`src/rtl/loop_buffer_pkg.sv`:
```
// Shared opcode constants, controller state type and the backward-branch detector
// used by the loop-stream controller.
package loop_buffer_pkg;

    localparam logic [6:0] OPC_BRANCH = 7'b1100011;
    localparam logic [6:0] OPC_JAL    = 7'b1101111;

    typedef enum logic [2:0] {
        IDLE,
        ARM,
        CAPTURE,
        REPLAY,
        EXIT
    } lb_state_e;

    function automatic logic is_ctrl_opcode(input logic [31:0] insn);
        return (insn[6:0] == OPC_BRANCH) || (insn[6:0] == OPC_JAL);
    endfunction

    // imm arrives sign-extended to 64 bits so one function serves any XLEN up to 64.
    function automatic logic is_backward_ctrl(input logic [31:0] insn,
                                              input logic [63:0] imm,
                                              input int unsigned depth);
        logic [63:0] words;
        words = (~imm + 64'd1) >> 2;
        return is_ctrl_opcode(insn) && imm[63] &&
               (words != 64'd0) && (words < 64'(depth));
    endfunction

endpackage

```
`src/rtl/loop_buffer_ram.sv`:
```
// Loop body storage: one synchronous write port, one asynchronous read port.
// Contents are never reset; only entries written during capture are ever read.
module loop_buffer_ram #(
    parameter int DEPTH = 16,
    parameter int WIDTH = 64
) (
    input  logic                     clk,
    input  logic                     i_we,
    input  logic [$clog2(DEPTH)-1:0] i_waddr,
    input  logic [WIDTH-1:0]         i_wdata,
    input  logic [$clog2(DEPTH)-1:0] i_raddr,
    output logic [WIDTH-1:0]         o_rdata
);

    logic [WIDTH-1:0] r_mem [DEPTH];

    always_ff @(posedge clk) begin
        if (i_we) r_mem[i_waddr] <= i_wdata;
    end

    assign o_rdata = r_mem[i_raddr];

endmodule

```
`src/rtl/loop_buffer_ctrl.sv`:
```
// Loop-stream controller: confirms a short backward branch, captures its body and
// replays it to decode while fetch is stalled, until a mispredict redirects fetch.
//   state   | meaning
//   IDLE    | watching for a backward branch/JAL candidate
//   ARM     | counting repeat sightings of the latched branch PC
//   CAPTURE | waiting for the loop target, then recording the body contiguously
//   REPLAY  | fetch stalled, stored body streamed out over valid/ready
//   EXIT    | one-cycle flush with redirect to the loop fall-through
module loop_buffer_ctrl
    import loop_buffer_pkg::*;
#(
    parameter int XLEN        = 32,
    parameter int DEPTH       = 16,
    parameter int CONF_THRESH = 2,
    parameter int ITER_W      = 16
) (
    input  logic              clk,
    input  logic              reset,
    input  logic              in_valid,
    input  logic [XLEN-1:0]   in_pc,
    input  logic [31:0]       in_insn,
    input  logic [XLEN-1:0]   in_imm,
    input  logic              mispredict,
    input  logic              replay_ready,
    output logic              replay_valid,
    output logic [XLEN-1:0]   replay_pc,
    output logic [31:0]       replay_insn,
    output logic              fetch_stall,
    output logic              flush,
    output logic [XLEN-1:0]   redirect_pc,
    output logic              loop_active,
    output logic [ITER_W-1:0] loop_iters
);

    localparam int IDX_W  = $clog2(DEPTH);
    localparam int CONF_W = 4;

    lb_state_e         r_state, w_state_nxt;
    logic [XLEN-1:0]   r_br_pc, r_target, r_redirect_pc;
    logic [IDX_W-1:0]  r_last_idx, r_wr_ptr, r_rd_ptr;
    logic [CONF_W-1:0] r_conf;
    logic              r_filling;
    logic [ITER_W-1:0] r_iters;

    logic [63:0]       w_imm64;
    logic [IDX_W-1:0]  w_last_idx;
    logic [XLEN-1:0]   w_exp_pc;
    logic              w_cand, w_is_br_pc, w_fill_hit, w_pc_bad, w_stray;
    logic              w_full, w_cap_abort, w_cap_done, w_we, w_hs, w_wrap;
    logic [XLEN+31:0]  w_rdata;

    assign w_imm64    = 64'($signed(in_imm));
    assign w_cand     = in_valid && is_backward_ctrl(in_insn, w_imm64, DEPTH);
    assign w_last_idx = IDX_W'((-in_imm) >> 2);
    assign w_is_br_pc = (in_pc == r_br_pc);
    assign w_exp_pc   = r_target + (XLEN'(r_wr_ptr) << 2);

    // Recording starts at the target and must then stay strictly sequential.
    assign w_fill_hit  = in_valid && (r_filling || (in_pc == r_target));
    assign w_pc_bad    = r_filling && (in_pc != w_exp_pc);
    assign w_stray     = is_ctrl_opcode(in_insn) && !w_is_br_pc;
    assign w_full      = &r_wr_ptr;
    assign w_cap_abort = mispredict ||
                         (w_fill_hit && (w_pc_bad || w_stray || (w_full && !w_is_br_pc)));
    assign w_cap_done  = w_fill_hit && !w_cap_abort && w_is_br_pc;
    assign w_we        = (r_state == CAPTURE) && w_fill_hit && !w_cap_abort;

    assign w_hs   = (r_state == REPLAY) && replay_ready;
    assign w_wrap = (r_rd_ptr == r_last_idx);

    loop_buffer_ram #(
        .DEPTH (DEPTH),
        .WIDTH (XLEN + 32)
    ) u_ram (
        .clk     (clk),
        .i_we    (w_we),
        .i_waddr (r_wr_ptr),
        .i_wdata ({in_pc, in_insn}),
        .i_raddr (r_rd_ptr),
        .o_rdata (w_rdata)
    );

    always_comb begin
        w_state_nxt = r_state;
        case (r_state)
            IDLE: begin
                if (w_cand) w_state_nxt = (CONF_THRESH == 1) ? CAPTURE : ARM;
            end
            ARM: begin
                if (mispredict)
                    w_state_nxt = IDLE;
                else if (w_cand && w_is_br_pc && (r_conf == CONF_W'(CONF_THRESH - 1)))
                    w_state_nxt = CAPTURE;
            end
            CAPTURE: begin
                if (w_cap_abort)     w_state_nxt = IDLE;
                else if (w_cap_done) w_state_nxt = REPLAY;
            end
            REPLAY: begin
                if (mispredict) w_state_nxt = EXIT;
            end
            EXIT:    w_state_nxt = IDLE;
            default: w_state_nxt = IDLE;
        endcase
    end

    always_ff @(posedge clk) begin
        if (reset) begin
            r_state       <= IDLE;
            r_br_pc       <= '0;
            r_target      <= '0;
            r_redirect_pc <= '0;
            r_last_idx    <= '0;
            r_wr_ptr      <= '0;
            r_rd_ptr      <= '0;
            r_conf        <= '0;
            r_filling     <= 1'b0;
            r_iters       <= '0;
        end else begin
            r_state <= w_state_nxt;
            case (r_state)
                IDLE, ARM: begin
                    r_wr_ptr  <= '0;
                    r_filling <= 1'b0;
                    if (w_cand && !((r_state == ARM) && mispredict)) begin
                        if ((r_state == ARM) && w_is_br_pc) begin
                            r_conf <= r_conf + CONF_W'(1);
                        end else begin
                            r_br_pc    <= in_pc;
                            r_target   <= in_pc + in_imm;
                            r_last_idx <= w_last_idx;
                            r_conf     <= CONF_W'(1);
                        end
                    end
                end
                CAPTURE: begin
                    if (w_we) begin
                        r_wr_ptr  <= r_wr_ptr + IDX_W'(1);
                        r_filling <= 1'b1;
                    end
                    if (w_cap_done) begin
                        r_rd_ptr <= '0;
                        r_iters  <= '0;
                    end
                end
                REPLAY: begin
                    // A handshake coinciding with the mispredict still retires.
                    if (w_hs) begin
                        r_rd_ptr <= w_wrap ? '0 : r_rd_ptr + IDX_W'(1);
                        if (w_wrap && (r_iters != '1)) r_iters <= r_iters + ITER_W'(1);
                    end
                    if (mispredict) r_redirect_pc <= r_br_pc + XLEN'(4);
                end
                default: ;
            endcase
        end
    end

    assign replay_valid = (r_state == REPLAY);
    assign fetch_stall  = (r_state == REPLAY);
    assign loop_active  = (r_state == REPLAY);
    assign flush        = (r_state == EXIT);
    assign redirect_pc  = r_redirect_pc;
    assign loop_iters   = r_iters;
    assign replay_pc    = replay_valid ? w_rdata[XLEN+31:32] : '0;
    assign replay_insn  = replay_valid ? w_rdata[31:0] : '0;

endmodule

```
`config.mk`:
```
export PLATFORM = sky130hd
export DESIGN_NAME = loop_buffer_ctrl
export DESIGN_NICKNAME = d
export VERILOG_FILES = /design/src/rtl/loop_buffer_pkg.sv /design/src/rtl/loop_buffer_ram.sv /design/src/rtl/loop_buffer_ctrl.sv
export SDC_FILE = /design/constraint.sdc
export NUM_CORES = 1
export LEC_CHECK = 0
export CAP_MARGIN = 20
export CORE_ASPECT_RATIO = 2
export CORE_MARGIN = 2
export CORE_UTILIZATION = 30
export CTS_CLUSTER_SIZE = 12
export DETAILED_ROUTE_END_ITERATION = 10
export GPL_TIMING_DRIVEN = 0
export PLACE_DENSITY = 0.46
export SYNTH_ARGS = -nofsm -noshare
export SYNTH_HDL_FRONTEND = slang
export SYNTH_HIERARCHICAL = 1
export SYNTH_SLANG_ARGS = --single-unit
```
`constraint.sdc`:
```
create_clock -name clk -period 33.5 [get_ports clk]
set_input_delay 10.05 -clock clk [delete_from_list [all_inputs] [get_ports clk]]
set_output_delay 10.05 -clock clk [all_outputs]
set_load 0.05 [all_outputs]
```
==> results of run 1 <==
[worst min-delay path: stages, from the launching register on]
cell,delay (ns)
dfxtp_1,0.31
nand2_1,0.05
a21oi_1,0.05
[cells by family (layout without fill, tap and decap cells)]
| kind of cell | Yosys count | in the layout | share of synthesized area (%) |
|---|---|---|---|
| flops | 1156 | 1156 | 69.4 |
| simple gates | 685 | 685 | 7.12 |
| compound gates | 389 | 389 | 5.49 |
| mux | 274 | 274 | 12.4 |
| buf+inv | 180 | 671 | 1.73 |
| xor+xnor | 152 | 152 | 2.77 |
| fa+ha+maj | 44 | 44 | 1.17 |
| other cells | 0 | 2 | 0 |
[cell usage in the layout (no fill, tap or decap), types with 21 or more instances in the layout]
| master | n |
|---|---|
| buf_12 | 24 |
| a21oi_1 | 98 |
| nand2_1 | 253 |
| xor2_1 | 69 |
| o21ai_0 | 34 |
| nor3_1 | 23 |
| edfxtp_1 | 1024 |
| nand3_1 | 47 |
| clkbuf_1 | 115 |
| buf_2 | 21 |
| inv_1 | 30 |
| clkdlybuf4s50_1 | 215 |
| xnor2_1 | 83 |
| mux4_2 | 256 |
| buf_6 | 46 |
| clkbuf_16 | 112 |
| a211oi_1 | 41 |
| buf_16 | 35 |
| ha_1 | 42 |
| nor2_1 | 100 |
| a22oi_1 | 128 |
| and2_1 | 83 |
| nand4_1 | 35 |
| dfxtp_1 | 132 |
[power by group through the flow]
stage / Sequential [mW] / Combinational (mW) / Clock (mW)
floorplan: 1.60 / 0.0352 / 0
global placement: 1.60 / 0.0898 / 0
detailed placement: 1.60 / 0.0985 / 0
CTS: 1.57 / 0.0987 / 1.19
global route: 1.57 / 0.106 / 1.24
finish: 1.57 / 0.0987 / 1.16
[area by class of cell]
| type | count | area [um^2] |
|---|---|---|
| Clock buffer | 141 | 2940 |
| Tap cell | 2100 | 2630 |
| Sequential cell | 1156 | 33400 |
| Inverter | 30 | 113 |
| Clock inverter | 23 | 214 |
| Timing Repair Buffer | 327 | 4210 |
| Multi-Input combinational cell | 1544 | 14000 |
| Buffer | 150 | 719 |
| Antenna cell | 2 | 5.00 |
| Fill cell | 15200 | 102000 |
[metrics by stage]
step / setup slack (ns) / hold slack, ns
floorplan: 15.74 / 0.440
global placement: 6.53 / 0.448
detailed placement: 16.65 / 0.446
CTS: 17.42 / 0.464
global route: 17.13 / 0.481
finish: 17.36 / 0.464
[per-layer routing]
metal | global-route usage, % | share of wire (%) | vias up
li1 | - | - | 12300
met1 | 19.9 | 36 | 14600
met2 | 35.5 | 56 | 669
met3 | 2.24 | 3.5 | 226
met4 | 8.63 | 4.8 | 2
met5 | 0 | 0.0066 | -
[worst max path at each step]
stage          startpoint             endpoint  slack [ns]  cells after the start
3_5_place_dp    in_pc[15]   u_ram/r_mem[0][22]       16.65                     16
6_report        in_pc[15]   u_ram/r_mem[0][22]       17.36                     16
2_1_floorplan   in_pc[15]    u_ram/r_mem[0][0]       15.74                     12
5_1_grt         in_pc[15]   u_ram/r_mem[0][22]       17.13                     16
3_3_place_gp     in_pc[8]  u_ram/r_mem[12][24]        6.53                     12
4_1_cts         in_pc[15]   u_ram/r_mem[0][22]       17.42                     16
[state kept, by name, summed over array words and instances, names as in the netlist]
signal,count
r_rd_ptr,4
r_wr_ptr,4
r_filling,1
u_ram/r_mem,1024
redirect_pc,32
r_state,3
loop_iters,16
r_target,32
r_last_idx,4
r_br_pc,32
r_conf,4
==> flow_metrics.env, run 1 <==
export IMPL_vias=27800
export IMPL_hpwl_um=111000
export IMPL_synthTopCellsByCount="edfxtp_1 (1024), mux4_2 (256), nand2_1 (253), dfxtp_1 (132), a22oi_1 (128)"
export IMPL_finClkSkew_ns=0.0255
export IMPL_finalCritPeriodShare_pct=48.2
export IMPL_p_int_mw=2.23
export IMPL_sequentialPowerShare_pct=55.5
export IMPL_avgSynthCellArea_um2=16.7
export IMPL_worst_path_max_fanout=18
export IMPL_final_setup_tns_ns=0
export IMPL_synth_edf_count=1024
export IMPL_drtIter0Drc=1616
export IMPL_layout_drive_gt1_share_pct=17.3
export IMPL_wirelength_um=152000
export IMPL_seq_area_frac_synth_pct=69.4
export IMPL_tritoncts="yes"
export IMPL_io_buffers=215
export IMPL_synthesis_yosys_warnings=6
export IMPL_io_pins=217
export IMPL_setup_viol=0
export IMPL_drc=0
export IMPL_r2r_start="r_wr_ptr[0]"
export IMPL_finalHoldViolCount=0
export IMPL_fin_crit_ns=16.14
export IMPL_grt_first_pass_wirelength_um=215000
export IMPL_die_h_um=571
export IMPL_drt_vias_per_instance=5.09
export IMPL_start_kind="input pin"
export IMPL_synth_flop_cell="edfxtp_1"
export IMPL_required_ns=33.92
export IMPL_worstHoldPathCells=2
export IMPL_netlist_instances=2880
export IMPL_synth_most_common_cell="edfxtp_1"
export IMPL_critPathMostFrequentCell="buf_6"
export IMPL_stdcell_count=5473
export IMPL_r2r_end="u_ram/r_mem[0][22]"
export IMPL_slowest_stage="clkdlybuf4s50_1"
export IMPL_dr_pass1_iters=6
export IMPL_grt_max_degree=24
export IMPL_cts_path_max_buffers=3
export IMPL_power_leakage_nw=18.0
export IMPL_r2r_slack_ns=26.69
export IMPL_clk_pin_slew_worst_paths_ns=0.07
export IMPL_clkSinkCount=1156
export IMPL_p_comb_share_pct=3.5
export IMPL_cts_root_buf="clkbuf_16"
export IMPL_fin_util_pct=36.4
export IMPL_peakVddDrop_v=0.0000472
export IMPL_num_rows=208
export IMPL_worstRegToRegCells=19
export IMPL_synth_top_area_share_pct=63.9
export IMPL_arrival_ns=16.56
export IMPL_synth_nets=3025
export IMPL_numCtsBuffers=111
export IMPL_wire_per_inst_um=27.7
export IMPL_first_global_vias=29600
export IMPL_ant_nets=0
export IMPL_max_freq_mhz=62.0
export IMPL_htreeDepth=3
export IMPL_criticalPathCategory="in -> reg"
export IMPL_synth_cell_type_count=74
export IMPL_core_area_um2=160000
export IMPL_worst_pin_slew_ns=1.19
export IMPL_die_width_um=287
export IMPL_synthTopCellsByArea="edfxtp_1 (64%), mux4_2 (12%), dfxtp_1 (5.5%)"
export IMPL_crit_buf_inv=5
export IMPL_powerDensity_nw_per_um2=48.4
export IMPL_cap_violations=0
export IMPL_slowest_delay_ns=1.04
export IMPL_clock_latency_ns=0.73
export IMPL_slew_violations=0
export IMPL_min_to="redirect_pc[1]"
export IMPL_final_area_um2=58300
export IMPL_area_growth_pct=21.0
export IMPL_swShare_pct=21.0
export IMPL_synth_seq_cells=1156
export IMPL_rsz0062_at_grt="no"
export IMPL_critical_path_top_delay_family="simple AND/OR/NAND/NOR gates"
export IMPL_nNetsFinal=3465
export IMPL_initial_core_util_pct=30.1
export IMPL_cts_setup_buffers=0
export IMPL_async_reset_ff_share_pct=0
export IMPL_p_switching_mw=0.594
export IMPL_slew_headroom_pct=20.5
export IMPL_dp_cells=5304
export IMPL_grt_ovfl_total=0
export IMPL_post_cts_resized=0
export IMPL_cp_cell_sequence="clkdlybuf4s50_1, clkbuf_1, xnor2_1, nand4_1, nor4_1, a21oi_1, or4b_2, nor4b_1, nand2_1, o31a_1, nor2_1, or3b_2, nor3_2, buf_6, buf_6, buf_6"
export IMPL_gp_congestion=0.834
export IMPL_hold_path_class="reg -> reg"
export IMPL_hold_start="redirect_pc[1]"
export IMPL_power_frac_clock_pct=41.0
export IMPL_place_area_um2=55000
export IMPL_cp_end_kind="register"
export IMPL_syn_cell_area_um2=48100
export IMPL_outcome="complete, no violations"
export IMPL_cts_hold_buf=0
export IMPL_grt_usage_pct=18.5
export IMPL_power_mw=2.82
export IMPL_yosys_area_top_type="edfxtp_1"
export IMPL_dieArea_um2=164000
export IMPL_antenna_found_initial=3
No activity file was read; power rests on OpenSTA's default activity.
==> run 2, diff against run 1 <==
==> constraint.sdc (replaced) <==
create_clock -name clk -period 16.1 [get_ports clk]
set_input_delay 4.83 -clock clk [delete_from_list [all_inputs] [get_ports clk]]
set_output_delay 4.83 -clock clk [all_outputs]
set_load 0.05 [all_outputs]
==> results of run 2 <==
Same layout as run 1 (identical final DEF). Status: complete, no violations.
Among the figures that moved: setup slack after placement 16.65 ns -> 4.47 ns; setup slack after layout 17.36 ns -> 5.18 ns; register-to-register setup slack 26.69 ns -> 9.29 ns; total power 2.82 mW -> 5.87 mW; worst IR drop on VDD 0.0000472 V -> 0.0000981 V
